[config.mk]
export PLATFORM = sky130hd
export DESIGN_NAME = power_pulse_meter
export DESIGN_NICKNAME = d
export VERILOG_FILES = /design/src/rtl/power_pulse_pkg.sv /design/src/rtl/pulse_chan_meas.sv /design/src/rtl/power_pulse_meter.sv
export SDC_FILE = /design/constraint.sdc
export NUM_CORES = 2
export LEC_CHECK = 0
export ABC_AREA = 1
export BUFFER_PORTS_ARGS = -buffer_cell sky130_fd_sc_hd__clkbuf_2
export CAP_MARGIN = 0
export CORE_UTILIZATION = 45
export DETAILED_ROUTE_END_ITERATION = 8
export GPL_ROUTABILITY_DRIVEN = 0
export PLACE_DENSITY = 0.69
export SLEW_MARGIN = 10
export SYNTH_ARGS = -nofsm -noshare
export SYNTH_HDL_FRONTEND = slang
export SYNTH_SLANG_ARGS = --single-unit
[constraint.sdc]
create_clock -name clkin -period 7.6 [get_ports clkin]
set_clock_uncertainty 0.15 [all_clocks]
set_input_delay 1.52 -clock clkin [delete_from_list [all_inputs] [get_ports clkin]]
set_output_delay 1.52 -clock clkin [all_outputs]
set_load 0.03 [all_outputs]
[src/rtl/power_pulse_pkg.sv]
// Shared definitions for the multi-channel energy-pulse meter.
package power_pulse_pkg;

   localparam int unsigned DefNCh     = 4;
   localparam int unsigned DefCntW    = 32;
   localparam int unsigned DefFiltW   = 4;
   localparam int unsigned DefIntrLen = 9;

   // Per-channel measurement state.
   typedef enum logic [1:0] {
      StIdle,
      StHigh,
      StLow
   } meas_state_e;

endpackage

[src/rtl/pulse_chan_meas.sv]
// One meter channel: input synchroniser, glitch filter, edge detect, high-time/period
// measurement FSM with timeout, and interrupt pulse stretcher.
module pulse_chan_meas
   import power_pulse_pkg::*;
#(
   parameter int unsigned CNT_W    = DefCntW,
   parameter int unsigned FILT_W   = DefFiltW,
   parameter int unsigned INTR_LEN = DefIntrLen
) (
   input  logic              clkin,
   input  logic              rst_n,
   input  logic              i_enable,
   input  logic              i_pulse,
   input  logic [FILT_W-1:0] i_filt_len,
   input  logic [CNT_W-1:0]  i_timeout,
   output logic [CNT_W-1:0]  o_high_width,
   output logic [CNT_W-1:0]  o_period,
   output logic              o_meas_valid,
   output logic              o_timeout_flag,
   output logic              o_intrpt
);

   localparam int unsigned         IcW      = $clog2(INTR_LEN + 1);
   localparam logic [CNT_W-1:0]    CntMax   = '1;
   localparam logic [IcW-1:0]      IntrLoad = IcW'(INTR_LEN);

   logic              r_sync1;
   logic              r_sync2;
   logic              r_filt_q;
   logic              r_filt_q_d;
   logic [FILT_W-1:0] r_filt_cnt;
   logic [FILT_W:0]   w_filt_lim;
   logic [FILT_W:0]   w_filt_nxt;
   logic              w_rise;
   logic              w_fall;

   meas_state_e       r_state;
   logic [CNT_W-1:0]  r_hi_cnt;
   logic [CNT_W-1:0]  r_per_cnt;
   logic [CNT_W-1:0]  r_hi_stage;
   logic [CNT_W-1:0]  r_high_width;
   logic [CNT_W-1:0]  r_period;
   logic              r_meas_valid;
   logic              r_timeout_flag;
   logic [IcW-1:0]    r_intr_cnt;
   logic [CNT_W-1:0]  w_hi_inc;
   logic [CNT_W-1:0]  w_per_inc;
   logic              w_timeout_hit;
   logic              w_publish;

   // A filter length of zero behaves as one.
   assign w_filt_lim = (i_filt_len == '0) ? (FILT_W + 1)'(1) : {1'b0, i_filt_len};
   assign w_filt_nxt = {1'b0, r_filt_cnt} + (FILT_W + 1)'(1);

   assign w_rise = r_filt_q & ~r_filt_q_d;
   assign w_fall = ~r_filt_q & r_filt_q_d;

   // Counters stick at all-ones instead of wrapping.
   assign w_hi_inc  = (r_hi_cnt == CntMax) ? r_hi_cnt : r_hi_cnt + CNT_W'(1);
   assign w_per_inc = (r_per_cnt == CntMax) ? r_per_cnt : r_per_cnt + CNT_W'(1);

   // A rise in the same cycle beats the timeout.
   assign w_timeout_hit = (i_timeout != '0) && (r_per_cnt >= i_timeout) && !w_rise;
   assign w_publish     = (r_state == StLow) && w_rise;

   // Synchroniser and glitch filter; keeps running while the channel is disabled.
   always_ff @(posedge clkin) begin
      if (!rst_n) begin
         r_sync1    <= 1'b0;
         r_sync2    <= 1'b0;
         r_filt_q   <= 1'b0;
         r_filt_q_d <= 1'b0;
         r_filt_cnt <= '0;
      end else begin
         r_sync1    <= i_pulse;
         r_sync2    <= r_sync1;
         r_filt_q_d <= r_filt_q;
         if (r_sync2 == r_filt_q) begin
            r_filt_cnt <= '0;
         end else if (w_filt_nxt >= w_filt_lim) begin
            r_filt_q   <= r_sync2;
            r_filt_cnt <= '0;
         end else begin
            r_filt_cnt <= w_filt_nxt[FILT_W-1:0];
         end
      end
   end

   // Measurement FSM with registered results and flags.
   always_ff @(posedge clkin) begin
      if (!rst_n || !i_enable) begin
         r_state        <= StIdle;
         r_hi_cnt       <= '0;
         r_per_cnt      <= '0;
         r_hi_stage     <= '0;
         r_high_width   <= '0;
         r_period       <= '0;
         r_meas_valid   <= 1'b0;
         r_timeout_flag <= 1'b0;
      end else begin
         unique case (r_state)
            StIdle: begin
               if (w_rise) begin
                  r_state   <= StHigh;
                  r_hi_cnt  <= CNT_W'(1);
                  r_per_cnt <= CNT_W'(1);
               end
            end
            StHigh: begin
               if (w_timeout_hit) begin
                  r_state        <= StIdle;
                  r_hi_cnt       <= '0;
                  r_per_cnt      <= '0;
                  r_high_width   <= '0;
                  r_period       <= '0;
                  r_meas_valid   <= 1'b0;
                  r_timeout_flag <= 1'b1;
               end else begin
                  r_per_cnt <= w_per_inc;
                  if (w_fall) begin
                     r_state    <= StLow;
                     r_hi_stage <= r_hi_cnt;
                  end else begin
                     r_hi_cnt <= w_hi_inc;
                  end
               end
            end
            StLow: begin
               if (w_rise) begin
                  r_high_width   <= r_hi_stage;
                  r_period       <= r_per_cnt;
                  r_meas_valid   <= 1'b1;
                  r_timeout_flag <= 1'b0;
                  r_state        <= StHigh;
                  r_hi_cnt       <= CNT_W'(1);
                  r_per_cnt      <= CNT_W'(1);
               end else if (w_timeout_hit) begin
                  r_state        <= StIdle;
                  r_hi_cnt       <= '0;
                  r_per_cnt      <= '0;
                  r_high_width   <= '0;
                  r_period       <= '0;
                  r_meas_valid   <= 1'b0;
                  r_timeout_flag <= 1'b1;
               end else begin
                  r_per_cnt <= w_per_inc;
               end
            end
            default: r_state <= StIdle;
         endcase
      end
   end

   // Interrupt stretcher; a new publish restarts the count.
   always_ff @(posedge clkin) begin
      if (!rst_n || !i_enable) begin
         r_intr_cnt <= '0;
      end else if (w_publish) begin
         r_intr_cnt <= IntrLoad;
      end else if (r_intr_cnt != '0) begin
         r_intr_cnt <= r_intr_cnt - IcW'(1);
      end
   end

   assign o_high_width   = r_high_width;
   assign o_period       = r_period;
   assign o_meas_valid   = r_meas_valid;
   assign o_timeout_flag = r_timeout_flag;
   assign o_intrpt       = (r_intr_cnt != '0);

endmodule

[src/rtl/power_pulse_meter.sv]
// Multi-channel energy-meter pulse high-time and period meter.
module power_pulse_meter
   import power_pulse_pkg::*;
#(
   parameter int unsigned N_CH     = DefNCh,
   parameter int unsigned CNT_W    = DefCntW,
   parameter int unsigned FILT_W   = DefFiltW,
   parameter int unsigned INTR_LEN = DefIntrLen
) (
   input  logic                  clkin,
   input  logic                  rst_n,
   input  logic [N_CH-1:0]       i_enable,
   input  logic [N_CH-1:0]       i_pulse_in,
   input  logic [FILT_W-1:0]     i_filt_len,
   input  logic [CNT_W-1:0]      i_timeout,
   output logic [N_CH*CNT_W-1:0] o_high_width,
   output logic [N_CH*CNT_W-1:0] o_period,
   output logic [N_CH-1:0]       o_meas_valid,
   output logic [N_CH-1:0]       o_timeout_flag,
   output logic [N_CH-1:0]       o_intrpt,
   output logic                  o_intrpt_any
);

   for (genvar g = 0; g < N_CH; g++) begin : g_chan
      pulse_chan_meas #(
         .CNT_W    (CNT_W),
         .FILT_W   (FILT_W),
         .INTR_LEN (INTR_LEN)
      ) u_chan (
         .clkin          (clkin),
         .rst_n          (rst_n),
         .i_enable       (i_enable[g]),
         .i_pulse        (i_pulse_in[g]),
         .i_filt_len     (i_filt_len),
         .i_timeout      (i_timeout),
         .o_high_width   (o_high_width[g*CNT_W +: CNT_W]),
         .o_period       (o_period[g*CNT_W +: CNT_W]),
         .o_meas_valid   (o_meas_valid[g]),
         .o_timeout_flag (o_timeout_flag[g]),
         .o_intrpt       (o_intrpt[g])
      );
   end

   assign o_intrpt_any = |o_intrpt;

endmodule
# --- After elaboration in Yosys (flattened, before gate mapping) ---
# Index checks and enable logic that the tools add are counted.
word_totals:
  word_cells: 350
  reg_bits: 704
  input_bits: 46
  output_inout_bits: 269
op_classes:
  n_reduce_logical: 76
  order_cmp: 8
  eq_ne: 40
  add_sub_neg: 16
  mux: 125
  n_bitwise: 25
op_table:
  columns: ["op", "n"]
  rows:
  - ["$mux W32", 52]
  - ["$pmux W32 S3", 8]
  - ["$pmux W32 S2", 8]
  - ["$add A32 B1 Y32 const B", 8]
  - ["$eq A32 B32 Y1 const B", 8]
  - ["$ge A32 B32 Y1", 4]
  - ["$mux W2", 20]
  - ["$mux W4", 9]
  - ["$reduce_bool A32 Y1", 1]
  - ["$ne A3 B1 Y1 const B", 8]
  - ["$pmux W2 S3", 4]
  - ["$reduce_and A3 Y1", 8]
  - ["$add A4 B1 Y5 const B", 4]
  - ["$reduce_and A5 Y1", 4]
  - ["$not A1 Y1", 17]
  - ["$mux W1", 16]
  - ["$pmux W1 S2", 8]
  - ["$reduce_and A2 Y1", 8]
  - ["$reduce_bool A2 Y1", 8]
  - ["$reduce_bool A4 Y1", 4]
  - ["$sub A4 B1 Y4 const B", 4]
  - ["$ge A5 B5 Y1", 3]
  - ["$logic_and A1 B1 Y1", 12]
  - ["$ne A3 B2 Y1 const B", 4]
  - ["15 further kinds", 60]

# --- Depth between registers and ports, before layout ---
logic_depth:
  ltp_word: 7
  depth_mapped: 22
  mapped_depth_nobuf: 20

# --- Hierarchy ---
# A second synthesis with hierarchy kept.
unflattened:
  hier_cells: 5704
  hier_area_um2: 39820.7
by_module_without_submodules:
  columns: ["mod", "seq_area_each_um2", "area_each_um2", "cells_per_inst", "instances"]
  rows:
  - ["pulse_chan_meas (g_chan[0].u_chan ...)", 3523.4, 9979.6, 1426, 2]
  - ["pulse_chan_meas (g_chan[3].u_chan)", 3523.4, 9970.8, 1436, 1]
  - ["pulse_chan_meas (g_chan[1].u_chan)", 3523.4, 9879.5, 1413, 1]
  - ["power_pulse_meter", 0.0, 11.3, 3, 1]

# --- Worst setup path before layout ---
# OpenSTA, ideal clock, no wires.
synth_timing:
  path_kind: "input port to flip-flop"
  startpoint: "input port i_timeout[31]"
  endpoint: "register g_chan[1].u_chan.r_hi_cnt[17]"
  t_required_ps: 7337
  path_buffers: 1
  arrival_ps: 3245
  setup_time_ps: 113
  slack_ps: 4092
  cell_stages: 14
  path_cell_list: "inv_1 ha_1 nand2_1 nor2_1 nand2_1 nor4_1 nand2_1 nand2_1 nand2_4 a21oi_1 nand3_4 buf_6 nor2_1 nor2_1"
synth_between:
  elab_chain_cells: 5
  elab_cells_between_ends: 10
  cone_classes: "order compare: 1; eq/ne: 3; mux: 2; reduce/logical: 4"
synth_rtl:
  columns: ["item", "line_no", "text"]
  rows:
  - ["start, declared", "power_pulse_meter.sv:15", "input logic [CNT_W-1:0] i_timeout,"]
  - ["$ge A32 B32 Y1 or $reduce_bool A32 Y1 (tied branches)", "pulse_chan_meas.sv:63", "assign w_timeout_hit = (i_timeout != '0) && (r_per_cnt >= i_timeout) && !w_rise;"]
  - ["$logic_and A1 B1 Y1 * (2 in a row)", "pulse_chan_meas.sv:63", null]
  - ["$ne A3 B1 Y1 (no line), or another cell as far along", null, null]
  - ["$reduce_and A5 Y1 (no line) or $pmux W32 S3 (tied branches)", null, null]
  - ["end signal, assigned", "pulse_chan_meas.sv:124", "r_hi_cnt <= w_hi_inc;"]
  - ["end, declared", "pulse_chan_meas.sv:38", "logic [CNT_W-1:0] r_hi_cnt;"]
# Every way passes the cells marked *; elsewhere a longest branch is shown, timed or not.
# A chain may end at the register's enable or synchronous reset.

# --- Final worst setup path ---
layout_timing:
  startpoint: "input port i_timeout[29]"
  endpoint: "register g_chan[3].u_chan.r_hi_cnt[21]"
layout_between:
  elab_chain_cells: 5
  elab_cells_between_ends: 10
  cone_classes: "order compare: 1; eq/ne: 3; mux: 2; reduce/logical: 4"
layout_rtl:
  columns: ["item", "line_no"]
  rows:
  - ["$ge A32 B32 Y1 or $reduce_bool A32 Y1 (tied branches)", "pulse_chan_meas.sv:63"]
  - ["$logic_and A1 B1 Y1 * (2 in a row)", "pulse_chan_meas.sv:63"]
  - ["$ne A3 B1 Y1 (no line), or another cell as far along", null]
  - ["$reduce_and A5 Y1 (no line) or $pmux W32 S3 (tied branches)", null]
  - ["end signal, assigned", "pulse_chan_meas.sv:124"]
  - ["end, declared", "pulse_chan_meas.sv:38"]
# Marked as above.

==> impl_results.md <==
* Row count at 106
* Die H at 294.5 µm
* Final worst hold slack at 0.2633 ns
* Max Slew Vio Count at 0
* Worst Path Max Fanout at 59
* Final hold vios at 0
* Clk slew on worst S/H paths at 0.06 ns
* CTS buffer count at 82
* CTS tree: built
* Hold Path Class: reg -> reg
* Post-Syn Nets at 5676
* Dpl hpwl at 81160 µm
* Routed vias/inst at 5.504
* Finished layout cell area at 0.04319 mm²
* Placed insts at 6615
* Top post-synthesis cells by area: dfxtp_1 37%, nand2_1 9.9%, a21oi_1 8.0%, nand3_1 6.4%, nor2_1 5.9%
* DR WL/cell at 17.39 µm
* Synth cell count leaders: 1014 x nand2_1, 704 x dfxtp_1, 615 x a21oi_1
* CP arrival at 5.72 ns
* Initial antenna violation count at 5
* Reg-to-reg setup timing slack at 3.44 ns
* Critical path class: in -> reg
* FFs w/ async S/R, synth at 0%
* Pleak at 16.78 nW
* # IOs at 315
* Postcts setup bufs at 0
* Layout Area Growth over Synthesis at 12.20%
* Tightest Pin Transition at 1.201 ns
* Antenna Nets Post-Route at 0
* Post-Route WL at 117600 µm
* Sw Pwr at 2.309 mW
* EDFF count, synth at 0
* 1st-iter DRT viols at 2974
* Share of cells above drive strength 1 at 10.35%
* Core area at 0.08409 mm²
* Largest net degree at the start of global routing at 91
* Final Non-Filler Cells at 6767
* Outcome: complete, no violations
* Setup TNS at 0 ns
* Starting Density at 45.78%
* Seq cells post-synth at 704
* Fill cells at 8416
* Mapped Cells at 5450
* Worst setup SP type: input port
* Synth Warn # at 0
* Pint at 6.452 mW
* Post-CTS Hold Fix Bufs at 0
* Power consumption at 8.761 mW
* Drt drc at 0
* Rel. slew slack at 19.85%
* Top FF cell, synth: dfxtp_1
* Htree depth at 3
* Setup crit end kind: flip-flop
* Seq pwr share at 43.4%
* CTS Root Cell: clkbuf_16
* Register area share after synthesis at 36.61%
* Via count at 37250
* Post-place instance area at 0.04034 mm²
* Grt ovf at 0
* Fin nets at 5792
* Die Width at 294.5 µm
* First-pass GRT wire length at 184900 µm
* Worst VDD drop at 0.0001800 V
* Worst Path Required at 7.96 ns
* DRT Pass-1 Iters at 6
* Final setup viols at 0
* Proportion of netlist area held by the largest area contributor at 36.61%
* Fin crit share at 70.61%
* # resized after CTS at 0
* Die area at 0.08671 mm²
* Fmax at 186.3 MHz
* Clock share of power at 47.1%
* Worst skew pair latency at 0.64 ns
* Clk buf depth at 3
* PortBufs at 314
* Syn avg cell area at 7.063 µm²
* Final core utilization at 51.36%
* Max_cap viols at 0
* CTS sink cnt at 704
* Unrepaired setup endpoints after global routing: no
* Yosys top cell by area: dfxtp_1
* Power Density at 202.9 mW/mm²
* Most common cell in the synthesized netlist: nand2_1
* Net Sw Frac at 26.35%
* Combinational share of power at 9.6%
* Post-synth cell types at 53
* GRT Overall Usage at 26.28%
* Crit path time final at 5.366 ns
* Setup WS pre-CTS at 1.633 ns
* Vias in the first global route at 33720
* Syn Std Cell Area at 0.03849 mm²
* Final Worst Setup Slack at 2.234 ns
[area by class of cell]
cell class	count	area [µm²]	area share [%]
well taps	1134	1419	3.285
clock buffers	122	2456	5.687
inverters	472	1773	4.105
multi-input cells	3954	21210	49.11
diodes	1	2.502	0.005794
flip-flops and latches	704	14090	32.63
repair buffers	352	1869	4.328
clock inverters	28	366.6	0.8488
[power groups by stage]
| stage | registers, mW | clock network, mW | logic, mW |
|---|---|---|---|
| 6_report | 3.80 | 4.12 | 0.838 |
| 5_1_grt | 3.80 | 4.34 | 0.937 |
| 3_3_place_gp | 3.88 | 0 | 0.825 |
| 3_5_place_dp | 3.88 | 0 | 0.838 |
| 2_1_floorplan | 3.86 | 0 | 0.650 |
| 4_1_cts | 3.80 | 4.20 | 0.844 |
[per-layer routing]
layer	track usage, %	vias up	wire, µm
li1	-	18570	-
met1	34.15	17340	51160
met2	43.14	1110	54690
met3	5.339	228	8026
met4	8.994	8	3719
met5	0	-	57
[worst max-delay path, cell delays in order]
cell      delay (ns)
clkbuf_2        0.11
inv_1           0.20
nand4_1         0.11
nor2_1          0.53
nand3_1         0.29
nor2_2          0.52
nor2_1          0.13
nand2_2         0.58
buf_4           0.49
nand3_1         0.16
nand3_2         0.76
nand2_1         0.12
nand2_1         0.10
nor2_1          0.05
[layout by cell type, fill, tap and decap left out, types with 4 or more instances in the layout]
cell,count
nand2_1,1008
dfxtp_1,704
a21oi_1,615
nor2_1,602
nand3_1,493
inv_1,454
clkbuf_2,314
a22oi_1,257
o21ai_0,189
ha_1,180
xor2_1,131
nor3_1,110
nand4_1,98
clkbuf_16,85
xnor2_1,56
buf_4,37
nor4_1,33
o211ai_1,30
nand3b_1,20
clkbuf_8,19
clkbuf_1,18
or2_2,16
nor2_2,15
clkinv_2,15
inv_2,14
nor2_4,10
o21a_1,9
nor3_2,9
a21o_1,8
nand3_2,8
nand2_4,7
bufinv_16,7
nand2_2,6
o21ai_1,4
a211o_1,4
a211oi_1,4
[cell families after synthesis]
logic type      synth area share [%]
simple gates                   27.87
compound gates                 16.88
buf+inv                        8.526
flops                          36.61
xor+xnor                       4.255
fa+ha+maj                      5.851
[registers in the layout, summed over array words and instances, names as in the netlist, 8 cells and up]
name / count
g_chan.u_chan.r_hi_stage: 128
g_chan.u_chan.r_state: 8
g_chan.u_chan.r_filt_cnt: 16
g_chan.u_chan.o_high_width: 128
g_chan.u_chan.o_period: 128
g_chan.u_chan.r_intr_cnt: 16
g_chan.u_chan.r_per_cnt: 128
g_chan.u_chan.r_hi_cnt: 128
[path summary, 6_finish.rpt]
kind | cells past startpoint | start | to
worst min register to register | 2 | g_chan[3].u_chan.r_sync1 | g_chan[3].u_chan.r_sync2
worst min-delay path | 2 | g_chan[3].u_chan.r_sync1 | g_chan[3].u_chan.r_sync2
worst max register to register | 15 | g_chan[3].u_chan.r_per_cnt[13] | g_chan[3].u_chan.r_hi_cnt[24]
worst max-delay path | 14 | i_timeout[29] | g_chan[3].u_chan.r_hi_cnt[21]
Note: power is estimated with default switching activity, not from simulation.
